[config.mk]
export PLATFORM = sky130hd
export DESIGN_NAME = mem_port_arbiter
export DESIGN_NICKNAME = d
export VERILOG_FILES = /design/src/rtl/mem_port_arbiter.sv
export SDC_FILE = /design/constraint.sdc
export NUM_CORES = 1
export LEC_CHECK = 0
export ABC_AREA = 1
export CORE_MARGIN = 2
export CORE_UTILIZATION = 47
export CTS_CLUSTER_SIZE = 20
export DETAILED_ROUTE_END_ITERATION = 6
export GPL_TIMING_DRIVEN = 0
export PLACE_DENSITY = 0.86
export SLEW_MARGIN = 30
export SYNTH_ARGS = -nofsm -noshare
export SYNTH_HDL_FRONTEND = slang
export SYNTH_SLANG_ARGS = --single-unit
[constraint.sdc]
create_clock -name clk -period 3.1 [get_ports clk]
set_input_delay 0.465 -clock clk [delete_from_list [all_inputs] [get_ports clk]]
set_output_delay 0.465 -clock clk [all_outputs]
set_load 0.02 [all_outputs]
[src/rtl/mem_port_arbiter.sv]
// ---------------------------------------------------------------------------
// mem_port_arbiter
//
// Shares one external memory port between instruction fetch (IF) and the
// data-memory stage (DM), one transaction at a time. The granted request is
// copied into the registered bus_* outputs. The completion (bus_ack or a bus
// timeout) comes back to the winner as read data plus a one-cycle ack.
// DM normally wins ties. After MAX_STREAK consecutive DM grants taken while
// IF was waiting, IF gets priority so fetch cannot starve.
//
// Ports
//   clk, rst           clock (rising edge), synchronous active-high reset
//   if_req/if_addr     fetch request, held until if_ack
//   if_rdata/if_ack    fetch read data and one-cycle completion pulse
//   dm_req/dm_we/dm_addr/dm_wdata/dm_be
//                      data-stage request, held until dm_ack
//   dm_rdata/dm_ack    data read data (0 for writes) and completion pulse
//   bus_req/bus_we/bus_addr/bus_wdata/bus_be
//                      registered copy of the granted request toward memory
//   bus_rdata/bus_ack  memory read data and completion
//   stall_fetch        if_req & ~if_ack
//   stall_mem          dm_req & ~dm_ack
//   bus_err            one-cycle pulse alongside the ack of a timed-out access
//
// state   | meaning
// --------+-----------------------------------------------------------------
// IDLE    | no transfer; picks a winner (not while an ack is being shown)
// BUSY_IF | fetch access on the bus, waiting for bus_ack or timeout
// BUSY_DM | data access on the bus, waiting for bus_ack or timeout
// RESP    | result latched; the ack and bus_err go out on the next edge
// ---------------------------------------------------------------------------
module mem_port_arbiter #(
    parameter int ADDR_W     = 32,
    parameter int DATA_W     = 32,
    parameter int TIMEOUT    = 15,
    parameter int MAX_STREAK = 4
) (
    input  logic                clk,
    input  logic                rst,
    input  logic                if_req,
    input  logic [ADDR_W-1:0]   if_addr,
    output logic [DATA_W-1:0]   if_rdata,
    output logic                if_ack,
    input  logic                dm_req,
    input  logic                dm_we,
    input  logic [ADDR_W-1:0]   dm_addr,
    input  logic [DATA_W-1:0]   dm_wdata,
    input  logic [DATA_W/8-1:0] dm_be,
    output logic [DATA_W-1:0]   dm_rdata,
    output logic                dm_ack,
    output logic                bus_req,
    output logic                bus_we,
    output logic [ADDR_W-1:0]   bus_addr,
    output logic [DATA_W-1:0]   bus_wdata,
    output logic [DATA_W/8-1:0] bus_be,
    input  logic [DATA_W-1:0]   bus_rdata,
    input  logic                bus_ack,
    output logic                stall_fetch,
    output logic                stall_mem,
    output logic                bus_err
);

    localparam int BE_W     = DATA_W / 8;
    localparam int STREAK_W = $clog2(MAX_STREAK + 1);
    localparam logic [7:0]          TMO_LOAD   = 8'(TIMEOUT - 1);
    localparam logic [STREAK_W-1:0] STREAK_MAX = STREAK_W'(MAX_STREAK);

    typedef enum logic [1:0] {
        IDLE    = 2'd0,
        BUSY_IF = 2'd1,
        BUSY_DM = 2'd2,
        RESP    = 2'd3
    } state_t;

    state_t              state, state_next;
    logic                bus_req_next, bus_we_next;
    logic [ADDR_W-1:0]   bus_addr_next;
    logic [DATA_W-1:0]   bus_wdata_next;
    logic [BE_W-1:0]     bus_be_next;
    logic [DATA_W-1:0]   if_rdata_next, dm_rdata_next;
    logic                if_ack_next, dm_ack_next, bus_err_next;
    logic                err_flag, err_flag_next;
    logic                resp_dm, resp_dm_next;
    logic [7:0]          tmo_cnt, tmo_cnt_next;
    logic [STREAK_W-1:0] streak, streak_next;

    assign stall_fetch = if_req & ~if_ack;
    assign stall_mem   = dm_req & ~dm_ack;

    always_ff @(posedge clk) begin
        if (rst) begin
            state     <= IDLE;
            bus_req   <= 1'b0;
            bus_we    <= 1'b0;
            bus_addr  <= '0;
            bus_wdata <= '0;
            bus_be    <= '0;
            if_rdata  <= '0;
            dm_rdata  <= '0;
            if_ack    <= 1'b0;
            dm_ack    <= 1'b0;
            bus_err   <= 1'b0;
            err_flag  <= 1'b0;
            resp_dm   <= 1'b0;
            tmo_cnt   <= '0;
            streak    <= '0;
        end else begin
            state     <= state_next;
            bus_req   <= bus_req_next;
            bus_we    <= bus_we_next;
            bus_addr  <= bus_addr_next;
            bus_wdata <= bus_wdata_next;
            bus_be    <= bus_be_next;
            if_rdata  <= if_rdata_next;
            dm_rdata  <= dm_rdata_next;
            if_ack    <= if_ack_next;
            dm_ack    <= dm_ack_next;
            bus_err   <= bus_err_next;
            err_flag  <= err_flag_next;
            resp_dm   <= resp_dm_next;
            tmo_cnt   <= tmo_cnt_next;
            streak    <= streak_next;
        end
    end

    always_comb begin
        state_next     = state;
        bus_req_next   = bus_req;
        bus_we_next    = bus_we;
        bus_addr_next  = bus_addr;
        bus_wdata_next = bus_wdata;
        bus_be_next    = bus_be;
        if_rdata_next  = if_rdata;
        dm_rdata_next  = dm_rdata;
        if_ack_next    = 1'b0;
        dm_ack_next    = 1'b0;
        bus_err_next   = 1'b0;
        err_flag_next  = err_flag;
        resp_dm_next   = resp_dm;
        tmo_cnt_next   = tmo_cnt;
        streak_next    = streak;

        case (state)
            IDLE: begin
                // While an ack is showing, the acked requester's req is still
                // the old one. Skipping this cycle means the next grant sees
                // fresh requests from both sides.
                if (!(if_ack || dm_ack)) begin
                    if (if_req && (!dm_req || streak == STREAK_MAX)) begin
                        state_next     = BUSY_IF;
                        bus_req_next   = 1'b1;
                        bus_we_next    = 1'b0;
                        bus_addr_next  = if_addr;
                        bus_wdata_next = '0;
                        bus_be_next    = '1;
                        resp_dm_next   = 1'b0;
                        err_flag_next  = 1'b0;
                        tmo_cnt_next   = TMO_LOAD;
                        streak_next    = '0;
                    end else if (dm_req) begin
                        state_next     = BUSY_DM;
                        bus_req_next   = 1'b1;
                        bus_we_next    = dm_we;
                        bus_addr_next  = dm_addr;
                        bus_wdata_next = dm_wdata;
                        bus_be_next    = dm_be;
                        resp_dm_next   = 1'b1;
                        err_flag_next  = 1'b0;
                        tmo_cnt_next   = TMO_LOAD;
                        // Reaching this branch with if_req set implies
                        // streak < MAX, so the count saturates on its own.
                        if (if_req) begin
                            streak_next = streak + 1'b1;
                        end
                    end
                end
            end

            BUSY_IF, BUSY_DM: begin
                if (bus_ack) begin
                    bus_req_next = 1'b0;
                    state_next   = RESP;
                    if (state == BUSY_IF) begin
                        if_rdata_next = bus_rdata;
                    end else begin
                        dm_rdata_next = bus_we ? '0 : bus_rdata;
                    end
                end else if (tmo_cnt == '0) begin
                    bus_req_next  = 1'b0;
                    state_next    = RESP;
                    err_flag_next = 1'b1;
                    if (state == BUSY_IF) begin
                        if_rdata_next = '0;
                    end else begin
                        dm_rdata_next = '0;
                    end
                end else begin
                    tmo_cnt_next = tmo_cnt - 8'd1;
                end
            end

            RESP: begin
                if_ack_next  = ~resp_dm;
                dm_ack_next  = resp_dm;
                bus_err_next = err_flag;
                state_next   = IDLE;
            end

            default: state_next = IDLE;
        endcase
    end

endmodule

==> implementation parameters <==
Parameter                              Value

Status
  Result of the run    complete, no violations

Placed design
  Final weighted congestion in routability-driven placement    0.866
  Placed wire-length estimate after detailed placement    16000 µm
  Worst setup slack after placement    884 ps
  Number of input and output port buffers inserted    275

Final layout
  Share of layout cells above drive strength 1    9.40%
  Nets@finish    1378
  Synth-to-layout area growth    52.0%
  Utilization after layout    72.8%
  Commonest non-fill, non-tap cells in the layout    sky130_fd_sc_hd__clkdlybuf4s50_1 (275), sky130_fd_sc_hd__nand2_1 (205), sky130_fd_sc_hd__nor2_1 (194)
  Number of diodes added for antenna fixing    0
  Most common cell after layout, fill and taps aside    sky130_fd_sc_hd__clkdlybuf4s50_1

Power and ir drop
  Net Sw Frac    40.6%
  Power density cells    949 nW/µm²
  Relative contribution of combinational cells to total power    50.3%
  Switching Power    4050 µW
  Pint    5920 µW
  Worst vdd rail ir drop    0.497 mV
  Portion of total power attributed to sequential cells    28.1%
  Total power after layout    9970 µW
  Relative contribution of the clock network to total power    21.6%
  Leakage    0.00455 µW

Timing
  Number of endpoints failing setup at the final stage    0
  Setup repair after global routing missed its margin    false
  Fin. Hold Viols    0
  Final period util    71.5%
  Worst clock skew    6.63 ps
  Fmax    451 MHz
  Hold slack    434 ps
  Worst path setup slack after routing    884 ps
  Worst slew slack as a fraction of its limit    62.0%
  Final Max Slew Viols    0
  Final critical path time including I/O delays and setup    2220 ps
  Slew at the pin closest to its max-slew limit    570 ps
  Total Neg Setup Slack    0 ps

Global routing
  Remaining global-route overflow    0
  Wire length of the first global-routing pass    34100 µm
  Initial antenna violation count    0
  Maximum number of pins on one net before global-route repair    17
  Vias in the first global route    6950
  Global-route usage over all layers    26.7%

Clocking
  Clk slew on worst S/H paths    60 ps
  Clock buffers created by TritonCTS    17
  Clock Sink Count    152
  Clock latency reported for the late side of the worst-skew pair    420 ps
  Hold buffers post-CTS    0
  Root buffer cell    sky130_fd_sc_hd__clkbuf_16
  Clock Tree Buf Depth    2
  Clock tree from TritonCTS    done
  Maximum level of the CTS H-tree    4
  Post-CTS setup buffer count    0
  Count of instances resized after the clock tree is built    0

Critical path
  Crit path launch type    input pin
  Arrival time at the worst endpoint    1750 ps
  Category of the critical setup timing path    input pin to primary output
  Critical-path maximum fanout    3
  Critical Path RT    2630 ps
  Critical path capture point type    primary output
  Startpoint of the worst setup timing path    if_req
  Beginning of the worst register-to-register path    state[0]$_SDFFE_PP0P_

Die
  I/O pins    277
  Die area    15700 µm²
  Number of rows created at floorplan    44
  Area of the core    14400 µm²
  Effective utilization at floorplan    47.9%
  Die H    125 µm
  DIE WIDTH    125 µm

Routing
  Number of DRC violations after detailed routing    0
  Number of nets with antenna violations after routing    0
  Initial drt markers    452
  Detailed-route via count    7336
  Total iterations of the first detailed-routing run    5
  Via density per instance    5.13
  Routed WL per cell    14.8 µm
  Final WL    21100 µm

Logic synthesis
  Mapped Cells    939
  Syn nets    1084
  Sequential element share of the synthesized area    44.0%
  Post-synthesis register bit count    152
  Average cell area after synthesis    7.36 µm²
  YS warnings    0
  Synth unique cells    29
  Netlist Area Pre-Place    6910 µm²

Job
  Number of max-capacitance violations reported    0

Min path
  Classification of the worst-slack hold path    input pin to flop
  Launch point of the worst hold path    rst
-- critical path, stage by stage --
cell,delay (ps)
sky130_fd_sc_hd__clkdlybuf4s50_1,510
sky130_fd_sc_hd__inv_2,70
sky130_fd_sc_hd__nor2_1,80
sky130_fd_sc_hd__clkdlybuf4s50_1,620
-- power groups by stage --
stage	combinational (µW)	sequential, µW	clock [µW]
final	5010	2800	2160
after global routing	5470	2870	2270
after CTS	5020	2800	2180
after detailed placement	4980	2820	0
after global placement	4910	2810	0
after floorplan	2700	3340	0
-- flip-flops by register name, indices dropped and copies added, names as in the netlist, 2 cells and up --
name	count
bus_wdata	32
if_rdata	32
dm_rdata	32
bus_be	4
streak	3
state	2
bus_addr	32
tmo_cnt	8
-- metrics by stage --
step	instance area, µm²	instances
floorplan	6910	939
global placement	9900	1398
detailed placement	9900	1398
CTS	10500	1429
global route	10500	1429
finish	10500	1429
-- synthesized netlist by cell type (all sizes together) --
master / instances / area (µm²)
or2: 1 / 6.26
o211ai: 32 / 240
clkbuf: 20 / 75.1
ha: 7 / 87.6
nand4: 4 / 25.0
xor2: 1 / 8.76
a21oi: 13 / 65.1
o21ai: 7 / 38.8
nand2: 211 / 817
buf: 48 / 357
a22oi: 33 / 248
dfxtp: 152 / 3040
nand3: 145 / 848
nor3: 2 / 10.0
inv: 63 / 236
nor2: 200 / 807
-- cells by family after synthesis --
| logic type | synth area share, % |
|---|---|
| buffers and inverters | 9.67 |
| and+or+nand+nor | 36.4 |
| adders and majority gates | 1.27 |
| AOI/OAI and AO/OA | 8.56 |
| xor gates and xnor gates | 0.127 |
| DFF | 44.0 |
-- worst paths after layout --
kind	end	slack, ps	cells after the start
setup / recovery	stall_fetch	880	4
setup reg to reg	dm_rdata[19]$_SDFFE_PP0P_	1210	10
hold / removal	streak[2]$_SDFFE_PP0P_	430	2
hold reg to reg	bus_err$_SDFF_PP0_	440	2
-- metal layers --
| layer | wire length, µm | global-route usage (%) | share of wire, % |
|---|---|---|---|
| met5 | 0 | 0 | 0 |
| met4 | 598 | 10.7 | 2.8 |
| met1 | 8580 | 31.2 | 41 |
| met3 | 1750 | 7.92 | 8.3 |
| met2 | 10200 | 46.2 | 48 |
-- cell type report --
class	instances	area, µm²
clock buffer	19	433
clock inverter	12	178
multi-input combinational	656	3200
sequential	152	3040
inverter	63	236
buffer	68	432
timing repair buffer	275	2750
fill	1121	3920
tap	184	230
No activity file was read; power rests on OpenSTA's default activity.
==> edit (same flow settings) <==
Change the parameter `DATA_W` from 32 to 64.
--- a/src/rtl/mem_port_arbiter.sv
+++ b/src/rtl/mem_port_arbiter.sv
@@ -31,7 +31,7 @@
 // ---------------------------------------------------------------------------
 module mem_port_arbiter #(
     parameter int ADDR_W     = 32,
-    parameter int DATA_W     = 32,
+    parameter int DATA_W     = 64,
     parameter int TIMEOUT    = 15,
     parameter int MAX_STREAK = 4
 ) (
Interface: changed (7 resized); port bits go from 277 to 445. The function was not compared with the original's and may differ.
==> edit against the unedited design <==
Worst setup slack got worse by 0.037 ns; sequential cell count increased by 100; critical path depth unchanged; area after synthesis increased by 56%; combinational power increased by 49%; routed wire length increased by 98%; final area increased by 57%; power increased by 53%.
==> edit: results (changes against the unedited design) <==
synth:
  synth_nets: 1761  # was 1084
  netlist_instances: 1548  # was 939
  synthTopCellsByArea: "dfxtp_1, nand2_1, nor2_1"  # unchanged
  synthTopCellsByCount: "nand2_1, nor2_1, dfxtp_1"  # unchanged
  seq_area_frac_synth_pct: 46.9  # was 44.0%
  synth.distinct_cells: 26  # was 29
worst_hold_path:
  worstHoldStart: "if_rdata[39]"  # was rst
  min_path_type: "reg2reg"  # was in2reg
global_routing:
  antenna_found_initial: 8  # was 0
  grt_max_degree: 14  # was 17
  grt_usage_pct: 33.3  # was 26.7%
  grt_pass1_wl_um: 63300  # was 34100 um
cts:
  cts_buffers: 27  # was 17
  htreeDepth: 1  # was 4
  worstSkewPairLatency_ns: 0.55  # was 0.42 ns
  clk_path_buf_depth: 3  # was 2
finish:
  nFillCells: 1758  # was 1121
  drive_above_1_share_pct: 5.24  # was 9.40%
  nets: 2233  # was 1378
setup_path:
  slowest_delay_ns: 0.64  # was 0.62 ns
  crit_path_top_delay_cell: "clkdlybuf4s50_1"  # unchanged
routing:
  vias: 12300  # was 7336
  drt_iter0_drc: 856  # was 452
  via_per_inst: 5.26  # was 5.13
  first_pass_iters: 7  # was 5
  wire_per_inst_um: 17.9  # was 14.8 um
power_and_ir_drop:
  irDropWorstVdd_v: 0.000655  # was 0.000497 V
  switching_share_pct: 41.3  # was 40.6%
  p_leak_nw: 6.65  # was 4.55 nW
placed_design:
  post-place-cells: 2276  # was 1398
  portBuffers: 443  # was 275
  hpwl_um: 31900  # was 16000 um
  gp_congestion: 0.940  # was 0.866
outcome:
  outcome: "finished, final reports clean"  # unchanged
sta:
  finClkSkew_ns: 0.0252  # was 0.00663 ns
  maxSlewHeadroom_pct: 47.4  # was 62.0%
## edit: cell count changes after synthesis, sizes merged, moves of 32 or more
cell,unedited run,this run
dfxtp,152,252
o21ai,7,41
nand2,211,404
a21oi,13,109
inv,63,31
nand3,145,210
a22oi,33,0
nor2,200,357
## edit: power groups by stage
stage          Clock (mW)  Combinational, mW  Sequential [mW]
6_report             3.28               7.48             4.47
5_1_grt              3.43               8.15             4.54
4_1_cts              3.30               7.45             4.46
3_5_place_dp            0               7.37             4.51
3_3_place_gp            0               7.21             4.48
2_1_floorplan           0               3.80             5.27
## edit: final timing paths
| kind | slack (ns) | end | depth (start not counted) |
|---|---|---|---|
| worst max-delay path | 0.85 | stall_fetch | 4 |
| worst min-delay path | 0.46 | if_rdata[39] | 2 |
| worst min register to register | 0.46 | if_rdata[39] | 2 |
| worst max register to register | 0.89 | if_rdata[32] | 6 |
## edit: area by class of cell
cell class                 count  area, sq um  area share (%)
antenna                        8         20.0           0.122
buffer                       118          672            4.08
clock buffer                  40          754            4.59
clock inverter                10          133           0.806
inverter                      31          116           0.707
multi-input combinational   1147         4920            29.9
sequential                   252         5040            30.7
tap                          285          357            2.17
timing repair buffer         443         4430            27.0
## edit: layer usage
metal | wire, um | track usage, % | up-vias
li1 | - | - | 5901
met3 | 4350 | 9.86 | 144
met2 | 20600 | 59.1 | 677
met5 | 0 | 0 | -
met1 | 14500 | 35.6 | 5562
met4 | 2300 | 18.3 | 0
## edit: worst register-to-register path: stages, from the launching register on
cell	delay, ns
dfxtp_1	0.39
ha_1	0.35
clkbuf_1	0.64
clkbuf_1	0.44
nand3_1	0.13
nand2_1	0.11
nor2_1	0.05
## edit: kinds of logic (layout without fill, tap and decap cells)
logic type	count (synthesis)	after routing	synth area share [%]
buffers and inverters	149	642	7.33
and+or+nand+nor	986	986	37.6
DFF	252	252	46.9
xor gates and xnor gates	1	1	0.0815
other	0	8	0
adders and majority gates	7	7	0.814
AOI/OAI and AO/OA	153	153	7.23
## edit: per-stage QoR
stage          worst slack [ns]  cell area [sq um]
2_1_floorplan              1.50              10800
5_1_grt                   0.794              16500
4_1_cts                   0.846              16400
3_3_place_gp              0.807              15500
6_report                  0.847              16500
3_5_place_dp              0.727              15500
